`config.mk`:
```
export PLATFORM = sky130hd
export DESIGN_NAME = if_stage
export DESIGN_NICKNAME = d
export VERILOG_FILES = /design/src/rtl/if_stage.sv
export SDC_FILE = /design/constraint.sdc
export NUM_CORES = 1
export LEC_CHECK = 0
export CAP_MARGIN = 20
export CORE_MARGIN = 2
export CORE_UTILIZATION = 35
export CTS_CLUSTER_SIZE = 10
export DETAILED_ROUTE_END_ITERATION = 6
export GPL_ROUTABILITY_DRIVEN = 1
export HOLD_SLACK_MARGIN = 0.1
export PLACE_DENSITY = 0.66
export SETUP_SLACK_MARGIN = 0.2
export SLEW_MARGIN = 20
export SYNTH_ARGS = -nofsm -noshare
export SYNTH_HDL_FRONTEND = slang
export SYNTH_SLANG_ARGS = --single-unit
```
`constraint.sdc`:
```
create_clock -name clk_50MHz -period 6.4 [get_ports clk_50MHz]
set_clock_uncertainty 0.05 [all_clocks]
set_input_delay 0.96 -clock clk_50MHz [delete_from_list [all_inputs] [get_ports clk_50MHz]]
set_output_delay 0.96 -clock clk_50MHz [all_outputs]
set_load 0.01 [all_outputs]
```
`src/rtl/if_stage.sv`:
```
// Instruction-fetch stage: owns the PC, fetches through a req/ack handshake and
// loads the IF/ID register. Optional macro DELAY_SLOT_EN keeps the post-jump word.
module if_stage #(
  parameter logic [15:0] RESET_PC = 16'h0000,
  parameter logic [15:0] NOP_INST = 16'h0800
) (
  input  logic        clk_50MHz,
  input  logic        rst,
  input  logic        stall,
  input  logic        flush,
  input  logic        jump_en,
  input  logic [15:0] jump_addr,
  output logic        imem_req,
  output logic [15:0] imem_addr,
  input  logic        imem_ack,
  input  logic [15:0] imem_rdata,
  output logic [15:0] inst,
  output logic [15:0] inst_pc,
  output logic [15:0] inst_pc1,
  output logic        inst_valid
);

  typedef enum logic [0:0] {FETCH = 1'b0, HOLD = 1'b1} state_e;

  state_e      state_q, state_d;
  logic [15:0] pc_q, pc_d;
  logic        redir_pend_q, redir_pend_d;
  logic [15:0] redir_addr_q, redir_addr_d;
  logic [15:0] buf_inst_q, buf_inst_d;
  logic [15:0] buf_pc_q, buf_pc_d;
  logic [15:0] inst_q, inst_d;
  logic [15:0] inst_pc_q, inst_pc_d;
  logic [15:0] inst_pc1_q, inst_pc1_d;
  logic        inst_valid_q, inst_valid_d;

  logic        cand_s;
  logic [15:0] cand_inst_s;
  logic [15:0] cand_pc_s;
  logic        redir_s;
  logic [15:0] redir_tgt_s;

  // Next-state logic: fetch/redirect handling, then IF/ID and skid-buffer update
  always_comb begin
    state_d      = state_q;
    pc_d         = pc_q;
    redir_pend_d = redir_pend_q;
    redir_addr_d = redir_addr_q;
    buf_inst_d   = buf_inst_q;
    buf_pc_d     = buf_pc_q;
    inst_d       = inst_q;
    inst_pc_d    = inst_pc_q;
    inst_pc1_d   = inst_pc1_q;
    inst_valid_d = inst_valid_q;
    cand_s       = 1'b0;
    cand_inst_s  = buf_inst_q;
    cand_pc_s    = buf_pc_q;
    redir_s      = redir_pend_q | jump_en;
    redir_tgt_s  = jump_en ? jump_addr : redir_addr_q;

    if (jump_en) begin
      redir_pend_d = 1'b1;
      redir_addr_d = jump_addr;
    end else begin
      redir_pend_d = redir_pend_q;
      redir_addr_d = redir_addr_q;
    end

    // cand_s marks a word that is ready to enter IF/ID this cycle
    case (state_q)
      FETCH: begin
        cand_inst_s = imem_rdata;
        cand_pc_s   = pc_q;
        if (imem_ack) begin
          redir_pend_d = 1'b0;
          if (redir_s) begin
            pc_d = redir_tgt_s;
`ifdef DELAY_SLOT_EN
            cand_s = 1'b1;
`else
            cand_s = 1'b0;
`endif
          end else begin
            pc_d   = pc_q + 16'd1;
            cand_s = 1'b1;
          end
        end else begin
          pc_d = pc_q;
        end
      end
      HOLD: begin
        cand_s = 1'b1;
        if (jump_en) begin
          redir_pend_d = 1'b0;
          pc_d         = jump_addr;
`ifndef DELAY_SLOT_EN
          cand_s  = 1'b0;
          state_d = FETCH;
`endif
        end else begin
          pc_d = pc_q;
        end
      end
      default: begin
        state_d = FETCH;
      end
    endcase

    // A word that cannot enter IF/ID (flush or stall) parks in the buffer
    if (flush) begin
      inst_d       = NOP_INST;
      inst_valid_d = 1'b0;
      if (cand_s) begin
        state_d    = HOLD;
        buf_inst_d = cand_inst_s;
        buf_pc_d   = cand_pc_s;
      end else begin
        buf_inst_d = buf_inst_q;
      end
    end else if (stall) begin
      if (cand_s) begin
        state_d    = HOLD;
        buf_inst_d = cand_inst_s;
        buf_pc_d   = cand_pc_s;
      end else begin
        buf_inst_d = buf_inst_q;
      end
`ifndef DELAY_SLOT_EN
    end else if (jump_en) begin
      inst_d       = NOP_INST;
      inst_valid_d = 1'b0;
`endif
    end else if (cand_s) begin
      state_d      = FETCH;
      inst_d       = cand_inst_s;
      inst_pc_d    = cand_pc_s;
      inst_pc1_d   = cand_pc_s + 16'd1;
      inst_valid_d = 1'b1;
    end else begin
      inst_d       = NOP_INST;
      inst_valid_d = 1'b0;
    end
  end

  // State, PC, redirect, buffer and IF/ID registers
  always_ff @(posedge clk_50MHz or posedge rst) begin
    if (rst) begin
      state_q      <= FETCH;
      pc_q         <= RESET_PC;
      redir_pend_q <= 1'b0;
      redir_addr_q <= 16'h0000;
      buf_inst_q   <= NOP_INST;
      buf_pc_q     <= 16'h0000;
      inst_q       <= NOP_INST;
      inst_pc_q    <= 16'h0000;
      inst_pc1_q   <= 16'h0001;
      inst_valid_q <= 1'b0;
    end else begin
      state_q      <= state_d;
      pc_q         <= pc_d;
      redir_pend_q <= redir_pend_d;
      redir_addr_q <= redir_addr_d;
      buf_inst_q   <= buf_inst_d;
      buf_pc_q     <= buf_pc_d;
      inst_q       <= inst_d;
      inst_pc_q    <= inst_pc_d;
      inst_pc1_q   <= inst_pc1_d;
      inst_valid_q <= inst_valid_d;
    end
  end

  // The request is held low while reset is asserted so it drops immediately
  assign imem_req   = (state_q == FETCH) & ~rst;
  assign imem_addr  = pc_q;
  assign inst       = inst_q;
  assign inst_pc    = inst_pc_q;
  assign inst_pc1   = inst_pc1_q;
  assign inst_valid = inst_valid_q;

endmodule
```
**Word level (Yosys, flattened, before mapping)**

Cells that the tools add are included.

- Register bits after elaboration: 115
- Bits of input ports: 38

- Reduce and logical (&&, ||, !) cells: 3
- Bitwise gates (word level): 7
- $add $sub $neg: 2
- Eq/ne operators: 3
- Mux-type cells: 35

Operators with widths:

| kind | count |
|---|---|
| $mux W16 | 16 |
| $add A16 B1 Y16 const B | 2 |
| $pmux W16 S2 | 1 |
| $mux W1 | 16 |
| $not A1 Y1 | 5 |
| $ne A2 B2 Y1 const B | 2 |
| $pmux W1 S2 | 2 |
| $reduce_and A4 Y1 | 1 |
| $ne A2 B1 Y1 const B | 1 |
| $reduce_and A2 Y1 | 1 |
| $reduce_bool A2 Y1 | 1 |
| $and A1 B1 Y1 | 1 |
| $or A1 B1 Y1 | 1 |

**Logic depth before layout (Yosys ltp)**

- Depth in word-level cells: 8
- Mapped depth: 11
- Mapped depth without buffers: 8

**Worst setup path after synthesis**

OpenSTA, ideal clock, no wires.

- Path kind: register to output
- Start: register state_q
- End: output imem_req
- Stages on the path, launching flop included: 6
- Data required time: 5.390 ns
- Slack: 4.096 ns
- Arrival time: 1.294 ns
- Path through: dfrtp_1 > buf_2 > buf_2 > buf_4 > buf_2 > nor2_1

- Word-level cells in the longest chain between the ends: 2

RTL lines:

| element | line | text |
|---|---|---|
| start: declaration | 25 | `state_e state_q, state_d;` |
| start signal: assignment | 158 | `state_q <= state_d;` |
| $not A1 Y1 | -- |  |
| $and A1 B1 Y1 | 172 | `assign imem_req = (state_q == FETCH) & ~rst;` |
| end: declaration | 13 | `output logic imem_req,` |

Every way passes these cells.

**Worst setup path in the final report**

Same ends and word-level chain as after synthesis.

==> summary.md <==
The top-area cell type share of the netlist area came out at 49.93%. The share of total power consumed by net switching was 29.12%. The tree is rooted in a sky130_fd_sc_hd__clkbuf_16. The count of buffers inserted at the top-level ports is 103. The critical path goes through buf_4 > nor2_1 > clkdlybuf4s50_1. The maximum fanout along the worst path was 50. Setup repair after global routing left no endpoint under its margin.

The floorplan step defined a die boundary enclosing 17,070 um2. After detailed routing, the wire length on met1 is 6459 um. The H-tree depth reported by CTS is 4, and the number of failing hold endpoints at the final stage is 0.

Maximum vdd ir drop: 182.0 uV. The synthesized design contains 0 enable-type register cells. For the total design power, the log shows 2644 uW.

The post-route clock period utilization was 53.21%. The number of hold buffers added after CTS is 0. Of the total power, the clock network draws 35.3%.

The via count of the first global-routing pass was 4,359; the worst path arrival time was 2400 ps. The switching power was 769.8 uW. The critical path depth came out at 3. The delay contributed by the slowest stage of the critical path came out at 770 ps. Together, buffers and inverters on the worst path number 2. The worst setup path is captured at a primary output.

For the pin with the worst max-slew slack, the measured transition is 889.8 ps. Per report_power, the sequential group accounts for 40.5% of the total. The clock drives 115 sinks. The DRC violation count after routing is 0. Summed over all failing endpoints, the final setup total negative slack is 0 ps.

The total grt overflow was 0. STA classifies the critical path startpoint as a flip-flop. The routed length on met3 is 752 um, and the die extent in y is 130.6 um. The final setup violation count is 0, and the number of antenna violations at the first check in global routing is 0. The clock slew seen by the registers of the worst setup and hold paths is 50 ps, and the required time at the worst-slack endpoint is 5390 ps. Wire length per cell after detailed routing: 15.72 um.

Summed over all cells, the static leakage comes to 0.003088 uW. After clock tree synthesis, the setup repair step added 0 buffers. The most used flip-flop cell after synthesis is sky130_fd_sc_hd__dfrtp_1. Synthesis produced a netlist with a net count of 614.

The share of the Yosys chip area taken by registers is 51.34%. The synthesized area per cell came out at 9.779 um2. The logs give 5613 um2 for the post-synthesis cell area and 15,770 um2 for the core outline area.

The first global-routing pass estimated 22,420 um of wire. Derived from the worst setup path, the maximum achievable clock frequency is 293.7 MHz. The run finished with clean final reports.

Yosys attributes the largest share of cell area to sky130_fd_sc_hd__dfrtp_1 (50%), sky130_fd_sc_hd__o21ai_0 (7.0%), sky130_fd_sc_hd__nand2_1 (6.9%). The critical path is of the reg2out type. In the final layout, the share of cells above drive strength 1 is 11.49%. For this run, the total global-route usage over all layers was measured as 16.95%. After detailed routing, the met2 layer carries 6665 um of wire.

The clock passes through at most 2 buffers. Leaving out fill and tap cells, the most frequent cell in the layout is sky130_fd_sc_hd__dfrtp_1. The worst-path cell with the longest stage delay was sky130_fd_sc_hd__dfrtp_4.

TritonCTS built the clock tree. Combinational cells account for 24.2% of the total power. Leading area contributor after synthesis: sky130_fd_sc_hd__dfrtp_1. The run gives 0.8287 as the global placer's final weighted congestion. Worst relative slew slack: 40.68%. The wire-length estimate of the detail-placed layout is 10,020 um. The number of resized instances in the post-cts repair step was 0; the width of the die was 130.6 um. The critical path's top delay family is buffers and inverters. For the clock latency reported for the late side of the worst-skew pair, the log shows 410 ps. The run gives 72 as the maximum number of pins on one net before global-route repair. In this run the count of I/O pins placed on the die edge is 104. The number of iterations in the first detailed-routing pass is 6. Once detail routing completed, the nets flagged for antenna violations numbered 0. During synthesis, Yosys emitted a total of 0 warnings. The via total after detailed routing was 4,537. The tightest min-delay check is of the reg2reg type.

In this run, distinct cell masters in the synthesized netlist total 49. The number of vias per cell works out to 5.069. The tool flagged a number of max-cap violations equal to 0. The top cell types in the final layout, fill and taps aside, are sky130_fd_sc_hd__dfrtp_1 (111), sky130_fd_sc_hd__nand2_1 (103), sky130_fd_sc_hd__clkdlybuf4s50_1 (103). The synthesized design contains 115 register bits. The number of instances in the synthesized netlist is 574, and the total wirelength of the detailed-routed design is 14,070 um. The number of antenna diodes in the final layout is 0.

Routed signal wires occupy layers up through met4. The detailed router finished its first iteration with 344 violations. For the worst flop-to-flop path, the logic depth is 5. Internal power comes to 1874 uW. In the final design database the tool counted 706 nets. The number of max-slew violations in the final report was 0; the cell count of the worst hold path was 2. The number of clock buffers added by TritonCTS is 17. The final critical delay including setup and external delays came out at 3405 ps. The areal power density over the cells is 356.5 nW/um2. The area growth from synthesis to layout is 32.14%. The share of synthesized flip-flops with an asynchronous set or reset was 100.0%; the initial core utilization was 35.59%. In this run the core area contains 46 standard-cell rows.
cell type report:
class | instances | area [um2]
fill | 1480 | 8353
sequential | 115 | 2885
multi-input combinational | 395 | 2466
timing repair buffer | 109 | 1089
clock buffer | 30 | 564.3
tap | 216 | 270.3
inverter | 28 | 107.6
clock inverter | 2 | 35.03
power groups by stage:
stage	combinational [uW]	sequential [uW]	clock, uW
6_report	639	1070	934
5_1_grt	705	1090	985
4_1_cts	646	1070	953
3_5_place_dp	643	1080	0
3_3_place_gp	625	1070	0
2_1_floorplan	327	1060	0
metal layers:
layer / global-route usage [%] / vias to the layer above
met1: 23.85 / 2208
met5: 0 / -
met3: 3.379 / 18
met4: 6.008 / 0
li1: - / 2174
met2: 26.19 / 137
synth_stat cells (2+ instances only):
| library cell | number |
|---|---|
| sky130_fd_sc_hd__nand4_1 | 6 |
| sky130_fd_sc_hd__a22oi_1 | 2 |
| sky130_fd_sc_hd__o21ai_1 | 5 |
| sky130_fd_sc_hd__o21a_1 | 2 |
| sky130_fd_sc_hd__nand3b_1 | 3 |
| sky130_fd_sc_hd__dfrtp_1 | 112 |
| sky130_fd_sc_hd__ha_1 | 2 |
| sky130_fd_sc_hd__and3_1 | 3 |
| sky130_fd_sc_hd__xnor2_1 | 17 |
| sky130_fd_sc_hd__nor2_1 | 24 |
| sky130_fd_sc_hd__inv_1 | 28 |
| sky130_fd_sc_hd__dfstp_2 | 3 |
| sky130_fd_sc_hd__nand4b_1 | 7 |
| sky130_fd_sc_hd__mux2_2 | 29 |
| sky130_fd_sc_hd__a21oi_1 | 13 |
| sky130_fd_sc_hd__xor2_1 | 6 |
| sky130_fd_sc_hd__a211oi_1 | 3 |
| sky130_fd_sc_hd__nand2_1 | 103 |
| sky130_fd_sc_hd__a311oi_1 | 2 |
| sky130_fd_sc_hd__clkbuf_1 | 15 |
| sky130_fd_sc_hd__nand3_1 | 13 |
| sky130_fd_sc_hd__a221o_1 | 2 |
| sky130_fd_sc_hd__nor3_1 | 4 |
| sky130_fd_sc_hd__o221ai_1 | 7 |
| sky130_fd_sc_hd__buf_4 | 5 |
| sky130_fd_sc_hd__mux2i_1 | 31 |
| sky130_fd_sc_hd__buf_2 | 15 |
| sky130_fd_sc_hd__o21ai_0 | 79 |
| sky130_fd_sc_hd__nor2b_1 | 6 |
| sky130_fd_sc_hd__nand2b_1 | 3 |
| sky130_fd_sc_hd__a31oi_1 | 6 |
worst reg2reg max path, stage by stage (launching register included):
cell and delay, ps:
sky130_fd_sc_hd__dfrtp_4 770, sky130_fd_sc_hd__buf_4 590, sky130_fd_sc_hd__o21ai_0 390, sky130_fd_sc_hd__o21ai_1 290, sky130_fd_sc_hd__o21ai_1 100, sky130_fd_sc_hd__a221o_1 290
path summary, 6_finish.rpt:
check                                     end        start  slack (ps)
worst max-delay path                 imem_req      state_q        2990
worst min-delay path              inst_pc1[0]  inst_pc1[0]         420
min in group asynchronous        imem_addr[0]          rst        1080
worst max register to register  imem_addr[12]      state_q        3820
max in group asynchronous             state_q          rst        4090
worst min register to register    inst_pc1[0]  inst_pc1[0]         420
registers in the layout, indices dropped and copies added, names as in the netlist:
signal	cells
state_q	1
imem_addr	16
redir_pend_q	1
buf_pc_q	16
redir_addr_q	16
inst_valid	1
inst	16
buf_inst_q	16
inst_pc	16
inst_pc1	16
kinds of logic (layout without fill, tap and decap cells):
logic type	count (synthesis)	after routing	synth area share, %
AND/OR/NAND/NOR	179	179	14.69
multiplexers	60	60	11.35
buffers and inverters	64	169	4.971
AO/OA/AOI/OAI	131	131	13.62
adder cells (fa/ha/maj)	2	2	0.4458
XOR/XNOR	23	23	3.589
flip-flops	115	115	51.34
per-stage QoR:
| step | setup WS [ps] | area (um2) | utilization (%) | hold WS [ps] | instances |
|---|---|---|---|---|---|
| 2_1_floorplan | 2351 | 5613 | - | 399.6 | 574 |
| 4_1_cts | 2596 | 7406 | 46.96 | 421.8 | 895 |
| 6_report | 2995 | 7417 | 47.03 | 417.0 | 895 |
| 3_5_place_dp | 2155 | 6807 | 43.16 | 408.3 | 863 |
| 5_1_grt | 2893 | 7417 | 47.03 | 449.5 | 895 |
| 3_3_place_gp | 2270 | 6792 | 43.07 | 401.5 | 861 |
Power figures use the tool's default switching activity.
